$ cat src/rtl/alu_cmd_sequencer.sv
// alu_cmd_sequencer: queues ALU commands in a small FIFO and sequences them
// one at a time through an external ALU. The block drives the ALU operand and
// select lines, waits out the ALU latency, and hands each result back over a
// valid/ready interface in FIFO order.
module alu_cmd_sequencer #(
  parameter int DEPTH   = 4,
  parameter int ALU_LAT = 1
) (
  input  logic                     clk,
  input  logic                     rst,
  input  logic                     cmd_valid,
  output logic                     cmd_ready,
  input  logic [2:0]               cmd_op,
  input  logic [7:0]               cmd_a,
  input  logic [7:0]               cmd_b,
  input  logic                     cmd_chain,
  output logic [2:0]               alu_in_sel,
  output logic [7:0]               alu_num1,
  output logic [7:0]               alu_num2,
  output logic [6:0]               alu_out_sel,
  input  logic [7:0]               alu_result,
  input  logic                     alu_ovf,
  output logic                     res_valid,
  input  logic                     res_ready,
  output logic [7:0]               res_data,
  output logic                     res_err,
  output logic                     busy,
  output logic [$clog2(DEPTH):0]   fifo_count
);

  localparam int PTR_W = $clog2(DEPTH);
  localparam int CNT_W = $clog2(ALU_LAT + 1) + 1;
  localparam logic [CNT_W-1:0] WAIT_LAST  = CNT_W'(ALU_LAT);
  localparam logic [PTR_W:0]   FULL_COUNT = (PTR_W + 1)'(DEPTH);

  localparam logic [2:0] SEL_PERSIST = 3'b100;
  localparam logic [2:0] SEL_LOAD    = 3'b010;
  localparam logic [2:0] SEL_CLEAR   = 3'b001;
  localparam logic [2:0] OP_RSVD     = 3'd7;

  typedef enum logic [1:0] {
    S_IDLE,
    S_ISSUE,
    S_WAIT,
    S_OUT
  } state_e;

  typedef struct packed {
    logic [2:0] op;
    logic [7:0] a;
    logic [7:0] b;
    logic       chain;
  } cmd_t;

  state_e             state_q, state_d;
  logic [CNT_W-1:0]   wait_cnt_q, wait_cnt_d;
  logic               rsvd_q, rsvd_d;
  logic [PTR_W-1:0]   wr_ptr_q, wr_ptr_d;
  logic [PTR_W-1:0]   rd_ptr_q, rd_ptr_d;
  logic [PTR_W:0]     count_q, count_d;
  logic [2:0]         in_sel_q, in_sel_d;
  logic [7:0]         num1_q, num1_d;
  logic [7:0]         num2_q, num2_d;
  logic [6:0]         out_sel_q, out_sel_d;
  logic               res_valid_q, res_valid_d;
  logic [7:0]         res_data_q, res_data_d;
  logic               res_err_q, res_err_d;

  cmd_t               fifo_mem [DEPTH];
  cmd_t               head;
  logic               push;
  logic               pop;

  // Acceptance depends only on registered occupancy, never on a same-cycle pop.
  assign cmd_ready = (count_q < FULL_COUNT) && rst;
  assign push      = cmd_valid && cmd_ready;
  assign pop       = (state_q == S_IDLE) && (count_q != '0);
  assign head      = fifo_mem[rd_ptr_q];

  // FIFO pointer and occupancy update; pointers wrap naturally at DEPTH.
  always_comb begin
    // NOTE: every always_comb output gets a default first so no path leaves it unassigned and infers a latch.
    wr_ptr_d = wr_ptr_q;
    rd_ptr_d = rd_ptr_q;
    count_d  = count_q;
    if (push) wr_ptr_d = wr_ptr_q + 1'b1;
    if (pop)  rd_ptr_d = rd_ptr_q + 1'b1;
    if (push && !pop)      count_d = count_q + 1'b1;
    else if (!push && pop) count_d = count_q - 1'b1;
  end

  // FIFO storage write on an accepted command.
  // NOTE: the storage array is deliberately not reset; the pointers and count define which entries are live.
  always_ff @(posedge clk) begin
    if (push) fifo_mem[wr_ptr_q] <= '{op: cmd_op, a: cmd_a, b: cmd_b, chain: cmd_chain};
  end

  // State register plus every registered output, with synchronous active-low reset.
  always_ff @(posedge clk) begin
    // NOTE: sequential state uses non-blocking assignments so all flops update together from pre-edge values.
    if (!rst) begin
      state_q     <= S_IDLE;
      wait_cnt_q  <= '0;
      rsvd_q      <= 1'b0;
      wr_ptr_q    <= '0;
      rd_ptr_q    <= '0;
      count_q     <= '0;
      in_sel_q    <= SEL_CLEAR;
      num1_q      <= 8'h00;
      num2_q      <= 8'h00;
      out_sel_q   <= 7'b0000000;
      res_valid_q <= 1'b0;
      res_data_q  <= 8'h00;
      res_err_q   <= 1'b0;
    end else begin
      state_q     <= state_d;
      wait_cnt_q  <= wait_cnt_d;
      rsvd_q      <= rsvd_d;
      wr_ptr_q    <= wr_ptr_d;
      rd_ptr_q    <= rd_ptr_d;
      count_q     <= count_d;
      in_sel_q    <= in_sel_d;
      num1_q      <= num1_d;
      num2_q      <= num2_d;
      out_sel_q   <= out_sel_d;
      res_valid_q <= res_valid_d;
      res_data_q  <= res_data_d;
      res_err_q   <= res_err_d;
    end
  end

  // Next-state logic. WAIT spans the ALU capture edge plus ALU_LAT cycles so
  // the result sampled on leaving WAIT is the settled one.
  always_comb begin
    state_d    = state_q;
    wait_cnt_d = '0;
    rsvd_d     = rsvd_q;
    case (state_q)
      S_IDLE: begin
        if (pop) begin
          state_d = S_ISSUE;
          rsvd_d  = (head.op == OP_RSVD);
        end
      end
      S_ISSUE: state_d = rsvd_q ? S_OUT : S_WAIT;
      S_WAIT: begin
        if (wait_cnt_q == WAIT_LAST) state_d = S_OUT;
        else                         wait_cnt_d = wait_cnt_q + 1'b1;
      end
      S_OUT: begin
        if (res_ready) state_d = S_IDLE;
      end
      default: state_d = S_IDLE;
    endcase
  end

  // Output logic: values each registered output takes on the coming edge.
  // The accumulator is held (persist) everywhere except a non-chained issue.
  always_comb begin
    in_sel_d    = SEL_PERSIST;
    num1_d      = num1_q;
    num2_d      = num2_q;
    out_sel_d   = out_sel_q;
    res_valid_d = res_valid_q;
    res_data_d  = res_data_q;
    res_err_d   = res_err_q;
    case (state_q)
      S_IDLE: begin
        if (pop && head.op != OP_RSVD) begin
          num1_d    = head.a;
          num2_d    = head.b;
          out_sel_d = 7'b1 << head.op;
          in_sel_d  = head.chain ? SEL_PERSIST : SEL_LOAD;
        end
      end
      S_ISSUE: begin
        if (rsvd_q) begin
          res_valid_d = 1'b1;
          res_data_d  = 8'h00;
          res_err_d   = 1'b1;
        end
      end
      S_WAIT: begin
        if (wait_cnt_q == WAIT_LAST) begin
          res_valid_d = 1'b1;
          res_data_d  = alu_result;
          res_err_d   = alu_ovf;
        end
      end
      S_OUT: begin
        if (res_ready) res_valid_d = 1'b0;
      end
      default: ;
    endcase
  end

  assign alu_in_sel  = in_sel_q;
  assign alu_num1    = num1_q;
  assign alu_num2    = num2_q;
  assign alu_out_sel = out_sel_q;
  assign res_valid   = res_valid_q;
  assign res_data    = res_data_q;
  assign res_err     = res_err_q;
  assign busy        = (state_q != S_IDLE);
  assign fifo_count  = count_q;

endmodule

$ cat config.mk
export PLATFORM = sky130hd
export DESIGN_NAME = alu_cmd_sequencer
export DESIGN_NICKNAME = d
export VERILOG_FILES = /design/src/rtl/alu_cmd_sequencer.sv
export SDC_FILE = /design/constraint.sdc
export NUM_CORES = 1
export LEC_CHECK = 0
export BUFFER_PORTS_ARGS = -buffer_cell sky130_fd_sc_hd__buf_2
export CAP_MARGIN = 5
export CORE_MARGIN = 4
export CORE_UTILIZATION = 61
export CTS_BUF_LIST = sky130_fd_sc_hd__clkbuf_4 sky130_fd_sc_hd__clkbuf_8
export DETAILED_ROUTE_END_ITERATION = 6
export PLACE_DENSITY_LB_ADDON = 0.2
export SETUP_SLACK_MARGIN = 0.02
export SYNTH_ARGS = -nofsm -noshare
export SYNTH_HDL_FRONTEND = slang
export SYNTH_SLANG_ARGS = --single-unit
export TNS_END_PERCENT = 100
$ cat constraint.sdc
create_clock -name clk -period 3.48 [get_ports clk]
set_input_delay 0.522 -clock clk [delete_from_list [all_inputs] [get_ports clk]]
set_output_delay 0.522 -clock clk [all_outputs]
set_load 0.05 [all_outputs]
# Word level (Yosys, flattened, before mapping)
# Memory sizes are Yosys's and may differ from the RTL's. A register that Yosys moved wholly into a read port is not among the register bits.
# Index checks and enable logic that the tools add are counted.
[classes]
magnitude_cmp = 1
shifts = 1
n_eq_ne = 10
n_addsub = 5
reduce_logical = 21
div = 0
bitwise_logic = 2
n_mux = 23
multipliers = 0
[ops]
columns = ["cell", "n"]
rows = [
  ["$mux W8", 2],
  ["$pmux W8 S2", 1],
  ["$mux W3", 5],
  ["$mux W2", 5],
  ["$reduce_and A3 Y1", 3],
  ["$ne A2 B2 Y1 const B", 4],
  ["$pmux W2 S4", 1],
  ["$mux W1", 7],
  ["$shl A1 B3 Y7 const A", 1],
  ["$add A2 B1 Y2 const B", 3],
  ["$logic_and A1 B1 Y1", 6],
  ["$reduce_bool A2 Y1", 3],
  ["$reduce_bool A3 Y1", 2],
  ["$eq A2 B1 Y1 const B", 2],
  ["$eq A2 B2 Y1 const B", 2],
  ["$reduce_and A2 Y1", 2],
  ["$reduce_and A4 Y1", 1],
  ["$add A3 B1 Y3 const B", 1],
  ["$eq A3 B3 Y1 const B", 1],
  ["$lt A3 B3 Y1 const B", 1],
  ["$ne A3 B3 Y1 const B", 1],
  ["$pmux W1 S3", 1],
  ["$reduce_or A3 Y1", 1],
  ["$sub A3 B1 Y3 const B", 1],
  ["4 further kinds", 6],
]
[totals]
mem_bits_ro = 0
elab_cells = 78
ff_bits = 48
latch_bits = 0
mem_bits_rw = 80
memories = 1
[mem_list]
columns = ["name", "words", "width", "rd", "rd_ports_with_merged_regs", "wr", "line_no", "rtl"]
rows = [
  ["fifo_mem", 4, 20, 1, 1, 1, "69", "cmd_t fifo_mem [DEPTH];"],
]

# Depth between registers and ports, before layout
# Gate-level depths: netlist of run 1.
[depth]
depth_word = 7
depth_mapped = 11

# Worst setup path before layout of run 1
# OpenSTA, ideal clock, no wires.
[synth_path]
path_type = "register to register"
from = "register count_q[2] (netlist: fifo_count[2])"
to = "register count_q[2] (netlist: fifo_count[2])"
setup_ps = 70
arrival_ps = 2959
stages_incl_launch_ff = 10
slack_ps = 451
path_cell_list = "dfxtp_1 -> nor2b_1 -> and2_1 -> clkbuf_1 -> ha_1 -> inv_1 -> fa_1 -> xor2_1 -> or3_1 -> a21oi_1"
[synth_between]
elab_chain_len = 6
word_cells_on_any_way = 14
cone_classes = "2 x add/sub; 1 x order compare; 2 x mux; 9 x reduce/logical"
[synth_lines]
columns = ["item", "line_no", "rtl"]
rows = [
  ["start, declared", "60", "logic [PTR_W:0] count_q, count_d;"],
  ["start signal, assigned", "121", "count_q <= count_d;"],
  ["$lt A3 B3 Y1 (*)", "75", "assign cmd_ready = (count_q < FULL_COUNT) && rst;"],
  ["$logic_and A1 B1 Y1 (*)", "75", ""],
  ["named net cmd_ready", "12", "output logic cmd_ready,"],
  ["$logic_and A1 B1 Y1 (*)", "76", "assign push = cmd_valid && cmd_ready;"],
  ["named net push", "71", "logic push;"],
  ["$logic_not A1 Y1", "89", "else if (!push && pop) count_d = count_q - 1'b1;"],
  ["$logic_and A1 B1 Y1", "89", ""],
  ["$reduce_bool A2 Y1 (no source line)", "-", ""],
]
# The timed path passes the listed nets; every way through them passes the cells marked *. The select of a mux whose other input is x is not followed.
# A chain may end at the register's enable or synchronous reset.

# Worst setup path after layout of run 1
[layout_path]
from = "register state_q[1]"
to = "register count_q[2] (netlist: fifo_count[2])"
[layout_between]
elab_chain_len = 5
word_cells_on_any_way = 7
cone_classes = "1 x mux; 6 x reduce/logical"
[layout_lines]
columns = ["item", "line_no", "rtl"]
rows = [
  ["start, declared", "55", "state_e state_q, state_d;"],
  ["start signal, assigned", "116", "state_q <= state_d;"],
  ["$logic_not A2 Y1 (*)", "77", "assign pop = (state_q == S_IDLE) && (count_q != '0);"],
  ["$logic_and A1 B1 Y1 (*)", "77", ""],
  ["$logic_not A1 Y1", "88", "if (push && !pop) count_d = count_q + 1'b1;"],
  ["$logic_and A1 B1 Y1", "88", ""],
  ["$mux W3 or $reduce_bool A2 Y1 (tied branches)", "-", ""],
]
# Every way passes the cells marked *; elsewhere a longest branch is shown, timed or not.

==> flow_summary_export.csv, run 1 <==
group,metric,value,unit
status,run_status,"finished, final reports clean",
worst_setup_path,crit-reg2reg-launch,"state_q[1]",
yosys,syn_inst,336,
sta,final_max_slew_viol_count,0,
place,place.detailed.instances,500,
worst_setup_path,cp-startpoint,"state_q[1]",
sta,tightest_slew,0.879,ns
sta,final.setup.tns,0,ns
sta,final-setup-viol-count,0,
worst_setup_path,worst-path-max-fanout,11,
yosys,post_synth_fa_ha_maj_area_fraction,2.94,%
clocking,post_cts_resize_count,0,
global_route,grt_pass1_vias,3034,
sta,skew,0.00875,ns
hold_path,holdPathStages,1,
place,port_buffers,73,
detailed_routing,detail_route.iter0.violations,139,
floorplanning,start_util,63.2,%
yosys,synth_seq_cells,130,
detailed_routing,drc_violations_left,0,
yosys,synth.net_count,380,
yosys,post_synth_instance_area,4930,um^2
global_route,antenna_found_initial,0,
detailed_routing,postRouteAntennaNets,0,
clocking,tritoncts.num_buffers,17,
layout,area_growth_syn_to_layout,16.7,%
detailed_routing,via_count,2959,
layout,layout_common_cells,"80 x sky130_fd_sc_hd__edfxtp_1, 73 x sky130_fd_sc_hd__buf_2, 50 x sky130_fd_sc_hd__dfxtp_1",
clocking,post-cts-setup-buffer-count,0,
yosys,largest_family_of_logic_cells_by_synthesized_area,"multiplexers",
flow_run,max_cap_viol_count,0,
floorplanning,dieHeight,97.9,um
pwr,maximum_resistive_drop_on_vdd,0.468,mV
yosys,post_synth_and_or_nand_nor_area_fraction,8.16,%
worst_setup_path,crit_chain,"inv_1 -> ha_1 -> o31a_1 -> inv_1 -> ha_1 -> inv_1 -> fa_1 -> xor2_1 -> or3_1 -> a21oi_1",
yosys,multiplexer_share_of_the_synthesized_area,9.99,%
worst_setup_path,cpPeakStageDelay,0.40,ns
layout,n_antenna_cell,0,
detailed_routing,drtPass1Iterations,4,
worst_setup_path,cp_data_required_time,3.83,ns
floorplanning,io_pins,74,
pwr,powerDensity,822,nW/um^2
worst_setup_path,critical-path-slowest-cell,"sky130_fd_sc_hd__dfxtp_1",
yosys,synth-compound-area-share,6.11,%
global_route,maximum_number_of_pins_on_one_net_before_global_route_repair,47,
yosys,synth_flop_cell,"sky130_fd_sc_hd__edfxtp_1",
floorplanning,fp.dieW,97.9,um
worst_setup_path,r2r.worst_path.cells,10,
yosys,synth.lib_cells_used.distinct,39,
worst_setup_path,worstSetupStartpointType,"register",
clocking,worstSkewPairLatency,0.42,ns
global_route,overflow_left_after_global_routing,0,
layout,nNetsFinal,461,
floorplanning,fp.coreArea,7810,um^2
sta,slew_headroom,41.4,%
sta,rsz0062_at_grt,"no",
clocking,clock_path_buffers,2,
yosys,synth-edff-count,80,
worst_setup_path,critical_path.endpoint_type,"register",
clocking,postCtsHoldBufs,0,
worst_setup_path,path_class,"reg2reg",
yosys,ys_seq_area_share,69.0,%
layout,layout_commonest_cell,"sky130_fd_sc_hd__edfxtp_1",
sta,timing.final.hold_violations,0,
floorplanning,rows,32,
detailed_routing,postRouteWirelength,9060,um
layout,layout-drive-gt1-share,30.0,%
place,preCtsSetupSlack,0.867,ns
layout,layoutNonFillerInstCount,532,
worst_setup_path,cp_data_arrival_time,2.95,ns
place,post-dp-hpwl,5860,um
sta,final_period_minus_worst_setup_slack,2.60,ns
hold_path,holdCritPathClass,"in2reg",
yosys,syn-mean-instance-area,14.7,um^2
yosys,synthesis.yosys.warnings,0,
clocking,clk_root_buffer_cell,"sky130_fd_sc_hd__clkbuf_8",
detailed_routing,avgRoutedWirePerCell,17.0,um
sta,fin_ws,0.878,ns
yosys,ys_async_sr_fraction,0,%
pwr,power_leakage,2.17,nW
clocking,tritoncts_clock_tree,"built",
layout,finish.utilization,73.7,%
place,placement.cell_area,5370,um^2
sta,final.period_utilization,74.8,%
clocking,clkSinkCount,130,
worst_setup_path,critical_path.most_common_cell,"sky130_fd_sc_hd__inv_1",
global_route,grt_use_total,20.4,%
clocking,clock_tree.htree_level_count,4,
clocking,cts.reportedPaths.clkPinSlew,0.08,ns
global_route,wire_length_of_the_first_global_routing_pass,15100,um
layout,final_area,5760,um^2
place,gpl.final_weighted_congestion,0.775,
detailed_routing,detail_route.vias_per_cell,5.56,
layout,number_of_fill_cells_in_the_layout,513,
floorplanning,die-area,9590,um^2
sta,fmax,384,MHz
yosys,synth-xor-area-share,0.887,%
hold_path,hold_start,"cmd_a[7]",
## Yosys cell counts (2+ instances only)
cell / n / area, um^2
sky130_fd_sc_hd__o31ai_1: 2 / 15.0
sky130_fd_sc_hd__nor2b_1: 3 / 18.8
sky130_fd_sc_hd__ha_1: 10 / 125
sky130_fd_sc_hd__a32oi_1: 3 / 26.3
sky130_fd_sc_hd__nor2_1: 20 / 75.1
sky130_fd_sc_hd__clkbuf_1: 7 / 26.3
sky130_fd_sc_hd__dfxtp_1: 50 / 1000
sky130_fd_sc_hd__nand4_1: 8 / 50.1
sky130_fd_sc_hd__nand2_1: 45 / 169
sky130_fd_sc_hd__inv_1: 11 / 41.3
sky130_fd_sc_hd__mux4_1: 6 / 158
sky130_fd_sc_hd__buf_6: 4 / 45.0
sky130_fd_sc_hd__a21oi_1: 32 / 160
sky130_fd_sc_hd__o21ai_0: 2 / 10.0
sky130_fd_sc_hd__nor3_1: 4 / 20.0
sky130_fd_sc_hd__xnor2_1: 2 / 17.5
sky130_fd_sc_hd__mux4_2: 14 / 315
sky130_fd_sc_hd__and2_1: 2 / 12.5
sky130_fd_sc_hd__edfxtp_1: 80 / 2400
sky130_fd_sc_hd__buf_2: 5 / 25.0
sky130_fd_sc_hd__mux2i_1: 2 / 20.0
sky130_fd_sc_hd__and3_1: 5 / 31.3
sky130_fd_sc_hd__xor2_1: 3 / 26.3
## final cells by class
class | count | area [um^2] | share of cell area, %
Clock buffer | 19 | 255 | 4.43
Multi-Input combinational cell | 177 | 1390 | 24.1
Tap cell | 102 | 128 | 2.22
Clock inverter | 13 | 129 | 2.24
Inverter | 12 | 45.0 | 0.782
Sequential cell | 130 | 3400 | 59.1
Timing Repair Buffer | 79 | 410 | 7.13
## logic make-up (layout without fill, tap and decap cells)
| family | count (synthesis) | in the layout |
|---|---|---|
| muxes | 22 | 22 |
| and+or+nand+nor | 91 | 91 |
| adders and majority gates | 11 | 11 |
| buffers and inverters | 29 | 123 |
| DFF | 130 | 130 |
| AOI/OAI and AO/OA | 48 | 48 |
| xor gates and xnor gates | 5 | 5 |
## power by group
part           internal (W)  switching (W)
registers           0.00185       0.000148
clock network      0.000601       0.000598
logic              0.000469        0.00107
## metrics by stage
stage               hold WS [ns]  power, W
finish                     0.308   0.00473
global route               0.279   0.00499
CTS                        0.280   0.00477
detailed placement         0.426   0.00358
global placement           0.405   0.00353
floorplan                  0.397   0.00325
## critical path: cells and delay by family, from the launching register on
| family | cells | cell delay [ns] |
|---|---|---|
| and+or+nand+nor | 1 | 0.30 |
| AOI/OAI and AO/OA | 2 | 0.33 |
| adders and majority gates | 3 | 0.87 |
| DFF | 1 | 0.40 |
| buffers and inverters | 3 | 0.46 |
| xor gates and xnor gates | 1 | 0.17 |
## worst paths after layout
kind / end / slack (ns)
worst min register to register: wait_cnt_q[0] / 0.43
worst max register to register: fifo_count[2] / 0.88
worst min-delay path: fifo_mem[0][16] / 0.31
worst max-delay path: fifo_count[2] / 0.88
## metal layers
| metal | global-route usage [%] | vias to the layer above | routed length, um |
|---|---|---|---|
| met5 | 0 | - | 0 |
| met4 | 9.48 | 0 | 191 |
| met3 | 6.93 | 18 | 562 |
| met2 | 33.5 | 86 | 4660 |
| met1 | 24.2 | 1444 | 3650 |
| li1 | - | 1411 | - |
## sequential cells by signal (all words and copies together) (netlist names), named ones only
| name | flops |
|---|---|
| fifo_count | 3 |
| wr_ptr_q | 2 |
| res_valid | 1 |
| wait_cnt_q | 2 |
| rd_ptr_q | 2 |
| res_err | 1 |
| rsvd_q | 1 |
| alu_num2 | 8 |
| alu_in_sel | 3 |
| state_q | 2 |
| alu_out_sel | 7 |
| alu_num1 | 8 |
| res_data | 8 |
| fifo_mem | 80 |
Power figures use the tool's default switching activity.
==> run 2, diff against run 1 <==
ABC_AREA = 1   (was not set)
CORE_UTILIZATION = 59   (was 61)
clock period = 2.5 ns   (was 3.48 ns; I/O delays follow)
==> run 2 against run 1 <==
Power up 54%. Die area up 9.3%. Largest cell class unchanged. Worst hold slack worse by 0.15 ns. Critical path depth up 2. Highest routed layer unchanged. Critical endpoint unchanged.
==> flow_summary_export.csv, run 2 <==
group,metric,value,unit
pwr,total_power,0.00731,W
sta,tightest_slew,0.476,ns
yosys,yosysTopAreaCellShare,45.7,%
yosys,ys_top_cells_by_area,"sky130_fd_sc_hd__edfxtp_1 46%, sky130_fd_sc_hd__dfxtp_1 19%, sky130_fd_sc_hd__nor2_1 6.7%",
detailed_routing,drc_violations_left,0,
detailed_routing,postRouteWirelength,10800,um
pwr,power_leakage,2.61,nW
detailed_routing,avgRoutedWirePerCell,15.0,um
place,port_buffers,73,
place,place.detailed.instances,692,
worst_setup_path,r2r.worst_path.cells,12,
sta,rsz0062_at_grt,"no",
place,placement.cell_area,5770,um^2
layout,area_growth_syn_to_layout,17.1,%
yosys,synth.lib_cells_used.distinct,29,
yosys,synth_commonest_cells,"94 x sky130_fd_sc_hd__nor2_1, 80 x sky130_fd_sc_hd__edfxtp_1, 67 x sky130_fd_sc_hd__nand2_1, 50 x sky130_fd_sc_hd__dfxtp_1, 50 x sky130_fd_sc_hd__inv_1",
global_route,grt.met2_usage,38.4,%
hold_path,holdCritPathClass,"in2reg",
yosys,ys_async_sr_fraction,0,%
floorplanning,fp.coreArea,8680,um^2
yosys,syn-mean-instance-area,10.1,um^2
sta,timing.final.hold_violations,0,
layout,layout_commonest_cell,"sky130_fd_sc_hd__nor2_1",
floorplanning,io_pins,74,
floorplanning,dieHeight,102,um
worst_setup_path,worst_r2r_endpoint,"fifo_count[2]",
detailed_routing,via_count,3823,
global_route,antenna_found_initial,0,
place,gpl.final_weighted_congestion,0.745,
floorplanning,fp.dieW,102,um
sta,final.setup.tns,0,ns
hold_path,hold_start,"cmd_a[2]",
pwr,powerDensity,1190,nW/um^2
worst_setup_path,cp_data_required_time,2.81,ns
clocking,worstSkewPairLatency,0.43,ns
global_route,grt_busiest_layer,"met2",
global_route,maximum_number_of_pins_on_one_net_before_global_route_repair,35,
flow_run,max_cap_viol_count,0,
clocking,tritoncts_clock_tree,"built",
global_route,wire_length_of_the_first_global_routing_pass,17300,um
worst_setup_path,path_class,"reg2reg",
detailed_routing,detail_route.vias_per_cell,5.28,
hold_path,hold-path-endpoint,"fifo_mem[0][11]",
sta,fmax,453,MHz
layout,layout_common_cells,"89 x sky130_fd_sc_hd__nor2_1, 80 x sky130_fd_sc_hd__edfxtp_1, 73 x sky130_fd_sc_hd__buf_2",
sta,final_period_minus_worst_setup_slack,2.21,ns
yosys,synth_largest_area_cell,"sky130_fd_sc_hd__edfxtp_1",
layout,multi_input_area,1540,um^2
clocking,postCtsHoldBufs,0,
clocking,cts.reportedPaths.clkPinSlew,0.07,ns
worst_setup_path,cp_data_arrival_time,2.52,ns
clocking,post_cts_resize_count,0,
sta,final_max_slew_viol_count,0,
yosys,post_synth_instance_area,5260,um^2
floorplanning,die-area,10500,um^2
yosys,synth.net_count,563,
worst_setup_path,r2r_setup_slack,0.29,ns
layout,largest_register_ffs,80,
global_route,met1_track_demand_over_resource,26.7,%
yosys,ys_seq_area_share,64.7,%
yosys,synth_seq_cells,130,
global_route,grt_pass1_vias,3646,
clocking,clkSinkCount,130,
detailed_routing,drtPass1Iterations,4,
layout,number_of_fill_cells_in_the_layout,658,
sta,final.period_utilization,88.3,%
worst_setup_path,worst-path-max-fanout,4,
layout,n_antenna_cell,0,
hold_path,holdPathStages,1,
yosys,syn_inst,519,
status,run_status,"finished, final reports clean",
worst_setup_path,critical_path.endpoint_type,"register",
floorplanning,start_util,60.6,%
sta,final-setup-viol-count,0,
sta,skew,0.0111,ns
layout,layout-drive-gt1-share,22.9,%
worst_setup_path,crit-reg2reg-launch,"state_q[0]",
layout,final_area,6160,um^2
global_route,grt_use_total,22.2,%
layout,max_flop_register,"fifo_mem",
worst_setup_path,worstSetupStartpointType,"register",
clocking,clock_tree.htree_level_count,4,
global_route,groute.layer.met3.usage,5.46,%
detailed_routing,detail_route.iter0.violations,213,
detailed_routing,postRouteAntennaNets,0,
floorplanning,rows,34,
pwr,maximum_resistive_drop_on_vdd,0.709,mV
yosys,synthMostInstantiatedCell,"sky130_fd_sc_hd__nor2_1",
place,post-dp-hpwl,7070,um
clocking,clock_path_buffers,2,
yosys,synthesis.yosys.warnings,0,
layout,area.sequential,3400,um^2
yosys,synth_flop_cell,"sky130_fd_sc_hd__edfxtp_1",
clocking,clk_root_buffer_cell,"sky130_fd_sc_hd__clkbuf_8",
layout,nNetsFinal,647,
layout,layoutNonFillerInstCount,724,
sta,slew_headroom,68.2,%
clocking,post-cts-setup-buffer-count,0,
yosys,synth-edff-count,80,
clocking,tritoncts.num_buffers,17,
global_route,overflow_left_after_global_routing,0,
## run 2: stage by stage
step / setup slack (ns) / hold WS (ns) / utilization, %
final: 0.292 / 0.154 / 71.0
after floorplan: 0.0923 / 0.404 / -
after CTS: 0.289 / 0.134 / 71.0
after global placement: 0.402 / 0.415 / 66.5
after detailed placement: 0.327 / 0.420 / 66.5
after global routing: 0.118 / 0.131 / 71.0
## run 2: logic make-up (layout without fill, tap and decap cells)
kind of cell	after synthesis	after routing	share of synthesized area (%)
buffers and inverters	77	174	6.40
flip-flops	130	130	64.7
AO/OA/AOI/OAI	79	79	7.80
XOR/XNOR	1	1	0.167
adder cells (fa/ha/maj)	11	11	2.76
AND/OR/NAND/NOR	221	221	18.2
## run 2: critical path, stage by stage (launching register included)
cell	delay [ns]
sky130_fd_sc_hd__dfxtp_1	0.39
sky130_fd_sc_hd__inv_1	0.11
sky130_fd_sc_hd__ha_1	0.25
sky130_fd_sc_hd__inv_1	0.11
sky130_fd_sc_hd__nor2_2	0.05
sky130_fd_sc_hd__inv_1	0.12
sky130_fd_sc_hd__ha_1	0.17
sky130_fd_sc_hd__inv_1	0.07
sky130_fd_sc_hd__fa_1	0.38
sky130_fd_sc_hd__a21oi_1	0.15
sky130_fd_sc_hd__o21ai_0	0.11
sky130_fd_sc_hd__xor2_1	0.15
sky130_fd_sc_hd__nor2_1	0.05
## run 2: layout make-up
| cell class | instances | area share [%] |
|---|---|---|
| clock inverters | 13 | 2.25 |
| inverters | 53 | 3.23 |
| repair buffers | 89 | 8.08 |
| clock buffers | 19 | 4.04 |
| well taps | 108 | 2.19 |
| multi-input cells | 312 | 24.9 |
| flip-flops and latches | 130 | 55.3 |
## run 2: report_power, final
| group | switching (W) | internal (W) |
|---|---|---|
| Sequential | 0.000171 | 0.00256 |
| Combinational | 0.00208 | 0.000785 |
| Clock | 0.000808 | 0.000904 |
| Total | 0.00306 | 0.00424 |
## run 2: worst max path at each step
stage | startpoint | to | cells past startpoint
floorplan | state_q[0] | fifo_count[2] | 12
detailed placement | state_q[0] | fifo_count[2] | 12
global route | state_q[0] | fifo_count[2] | 12
global placement | state_q[0] | fifo_count[2] | 12
finish | state_q[0] | fifo_count[2] | 12
CTS | state_q[0] | fifo_count[2] | 12
## run 2: per-layer routing
layer | routed length, um | vias to the layer above
li1 | - | 1903
met4 | 193 | 0
met5 | 0 | -
met3 | 680 | 20
met2 | 5490 | 114
met1 | 4460 | 1786
==> run 3, diff against run 2 <==
--- a/config.mk
+++ b/config.mk
@@ -6,5 +6,4 @@
 export NUM_CORES = 1
 export LEC_CHECK = 0
-export ABC_AREA = 1
 export BUFFER_PORTS_ARGS = -buffer_cell sky130_fd_sc_hd__buf_2
 export CAP_MARGIN = 5
==> constraint.sdc (replaced) <==
create_clock -name clk -period 2.5 [get_ports clk]
set_input_delay 0.375 -clock clk [delete_from_list [all_inputs] [get_ports clk]]
set_output_delay 0.375 -clock clk [all_outputs]
set_load 0.005 [all_outputs]
==> run 3 against run 2 <==
Register-to-register slack got worse by 0.11 ns. Wire length is 14% lower. Global-route usage shrank 2.1 points. Die area decreased by 5.7%. Worst hold slack better by 0.0015 ns. Non-clock buffer count rose by 2. Clock power hardly changed. Flip-flop and latch count is the same. Sequential power hardly changed. Core utilization rose by 0.75 points. Clock skew barely moved. Largest cell class unchanged.
==> flow_summary_export.csv, run 3 (same netlist as run 1, synthesis figures left out) <==
group,metric,value,unit
layout,layout-drive-gt1-share,31.9,%
clocking,tritoncts.num_buffers,17,
sta,final_max_slew_viol_count,0,
sta,timing.final.hold_violations,0,
worst_setup_path,r2r.worst_path.cells,10,
layout,largest_register_ffs,80,
worst_setup_path,crit_chain,"inv_1 -> ha_1 -> o31a_1 -> inv_1 -> ha_1 -> inv_1 -> fa_1 -> xor2_1 -> or3_1 -> a21oi_1",
clocking,cts.reportedPaths.clkPinSlew,0.08,ns
floorplanning,start_util,60.4,%
worst_setup_path,critical_path.most_common_cell,"sky130_fd_sc_hd__inv_1",
worst_setup_path,cp_data_arrival_time,2.66,ns
global_route,grt_pass1_vias,3037,
detailed_routing,wl_met1,3790,um
floorplanning,fp.coreArea,8180,um^2
layout,layout_common_cells,"80 x sky130_fd_sc_hd__edfxtp_1, 73 x sky130_fd_sc_hd__buf_2, 49 x sky130_fd_sc_hd__dfxtp_1",
clocking,clock_path_buffers,2,
global_route,wire_length_of_the_first_global_routing_pass,15100,um
worst_setup_path,critical-path-slowest-cell,"sky130_fd_sc_hd__dfxtp_1",
hold_path,holdCritPathClass,"in2reg",
detailed_routing,drc_violations_left,0,
detailed_routing,highest_layer,"met4",
pwr,power_switching,0.00187,W
worst_setup_path,crit-reg2reg-launch,"state_q[0]",
worst_setup_path,cp_data_required_time,2.83,ns
detailed_routing,detail_route.iter0.violations,120,
status,run_status,"finished, final reports clean",
floorplanning,io_pins,74,
worst_setup_path,critPathTopFamily,"adder cells",
worst_setup_path,path_class,"reg2reg",
clocking,clk_root_buffer_cell,"sky130_fd_sc_hd__clkbuf_8",
sta,slew_headroom,45.6,%
clocking,tritoncts_clock_tree,"built",
pwr,powerDensity,1040,nW/um^2
global_route,overflow_left_after_global_routing,0,
pwr,netSwitchingFraction,30.6,%
sta,tightest_slew,0.815,ns
worst_setup_path,cpPeakStageDelay,0.37,ns
worst_setup_path,worst-path-max-fanout,5,
sta,final.period_utilization,92.9,%
place,post-dp-hpwl,6180,um
layout,area_growth_syn_to_layout,18.8,%
layout,max_flop_register,"fifo_mem",
global_route,maximum_number_of_pins_on_one_net_before_global_route_repair,47,
place,port_buffers,73,
clocking,postCtsHoldBufs,0,
worst_setup_path,critical_path.endpoint_type,"register",
clocking,clkSinkCount,130,
global_route,antenna_found_initial,0,
detailed_routing,met2WireLength,4680,um
detailed_routing,detail_route.vias_per_cell,5.48,
place,placement.cell_area,5450,um^2
floorplanning,rows,33,
detailed_routing,postRouteWirelength,9260,um
layout,final_area,5860,um^2
clocking,worstSkewPairLatency,0.42,ns
sta,skew,0.0109,ns
sta,rsz0062_at_grt,"no",
pwr,pwr-share-clk,28.1,%
global_route,grt_use_total,20.1,%
pwr,maximum_resistive_drop_on_vdd,0.558,mV
sta,hold-worst-slack,0.156,ns
floorplanning,fp.dieW,99.5,um
pwr,cell_internal_pwr,0.00424,W
layout,layout_commonest_cell,"sky130_fd_sc_hd__edfxtp_1",
layout,nNetsFinal,473,
worst_setup_path,critical_path.n_buffers_inverters,3,
sta,fmax,431,MHz
detailed_routing,drtPass1Iterations,5,
flow_run,max_cap_viol_count,0,
detailed_routing,dr_wl_met3,655,um
layout,finish.utilization,71.7,%
sta,final.setup.tns,0,ns
clocking,clock_tree.htree_level_count,4,
worst_setup_path,worstSetupStartpointType,"register",
worst_setup_path,worst_r2r_endpoint,"fifo_count[2]",
layout,n_antenna_cell,0,
pwr,p_seq_share,45.0,%
floorplanning,die-area,9890,um^2
place,gpl.final_weighted_congestion,0.807,
sta,final-setup-viol-count,0,
detailed_routing,postRouteAntennaNets,0,
detailed_routing,via_count,3000,
worst_setup_path,worst_setup_path_endpoint,"fifo_count[2]",
detailed_routing,avgRoutedWirePerCell,16.9,um
worst_setup_path,cp-startpoint,"state_q[0]",
sta,final_period_minus_worst_setup_slack,2.32,ns
worst_setup_path,cp.depth,10,
pwr,power_leakage,2.24,nW
pwr,comb_power_share,26.8,%
worst_setup_path,r2r_setup_slack,0.18,ns
floorplanning,dieHeight,99.5,um
==> run 3: final cells by class <==
class,count,area (um^2)
multi-input cells,177,1390
well taps,105,131
inverters,12,45.0
repair buffers,91,500
clock inverters,14,155
fillers,555,2310
flip-flops and latches,130,3400
clock buffers,18,241
==> run 3: through the flow <==
step	setup WS, ns	std cells	power (W)
after floorplan	0.135	336	0.00386
after global placement	0.290	513	0.00437
after detailed placement	0.178	513	0.00441
after CTS	0.146	545	0.00614
after global routing	0.0285	547	0.00647
final	0.178	547	0.00612
==> run 3: worst reg2reg max path, delay by kind of cell (launching register included) <==
| family | cells | cell delay, ns |
|---|---|---|
| compound gates | 2 | 0.32 |
| xor+xnor | 1 | 0.18 |
| fa+ha+maj | 3 | 0.81 |
| buf+inv | 3 | 0.24 |
| flops | 1 | 0.37 |
| simple gates | 1 | 0.30 |
==> run 3: per-layer routing <==
layer / vias to the layer above / global-route usage, %
li1: 1442 / -
met1: 1432 / 25.2
met2: 114 / 32.9
met3: 12 / 5.47
met4: 0 / 9.35
met5: - / 0
==> run 3: power groups by stage <==
stage	combinational [W]	sequential, W	clock [W]
after global routing	0.00182	0.00279	0.00186
after global placement	0.00158	0.00279	0
after CTS	0.00162	0.00276	0.00176
after floorplan	0.00109	0.00277	0
after detailed placement	0.00161	0.00280	0
final	0.00164	0.00275	0.00172
==> run 3: worst min path at each step <==
stage,startpoint,end,slack (ns),depth (start not counted)
global route,cmd_a[5],fifo_mem[3][14],0.13,1
finish,cmd_a[1],fifo_mem[2][10],0.16,1
global placement,wait_cnt_q[0],wait_cnt_q[0],0.41,1
floorplan,wait_cnt_q[0],wait_cnt_q[0],0.40,1
CTS,cmd_a[5],fifo_mem[0][14],0.14,1
detailed placement,wait_cnt_q[0],wait_cnt_q[0],0.42,1
==> run 3: timing repair <==
item                       4_1_cts  5_1_grt
hold endpoints to repair         0        0
resized for setup                0        1
setup endpoints to repair        0        1
setup buffers                    0        2
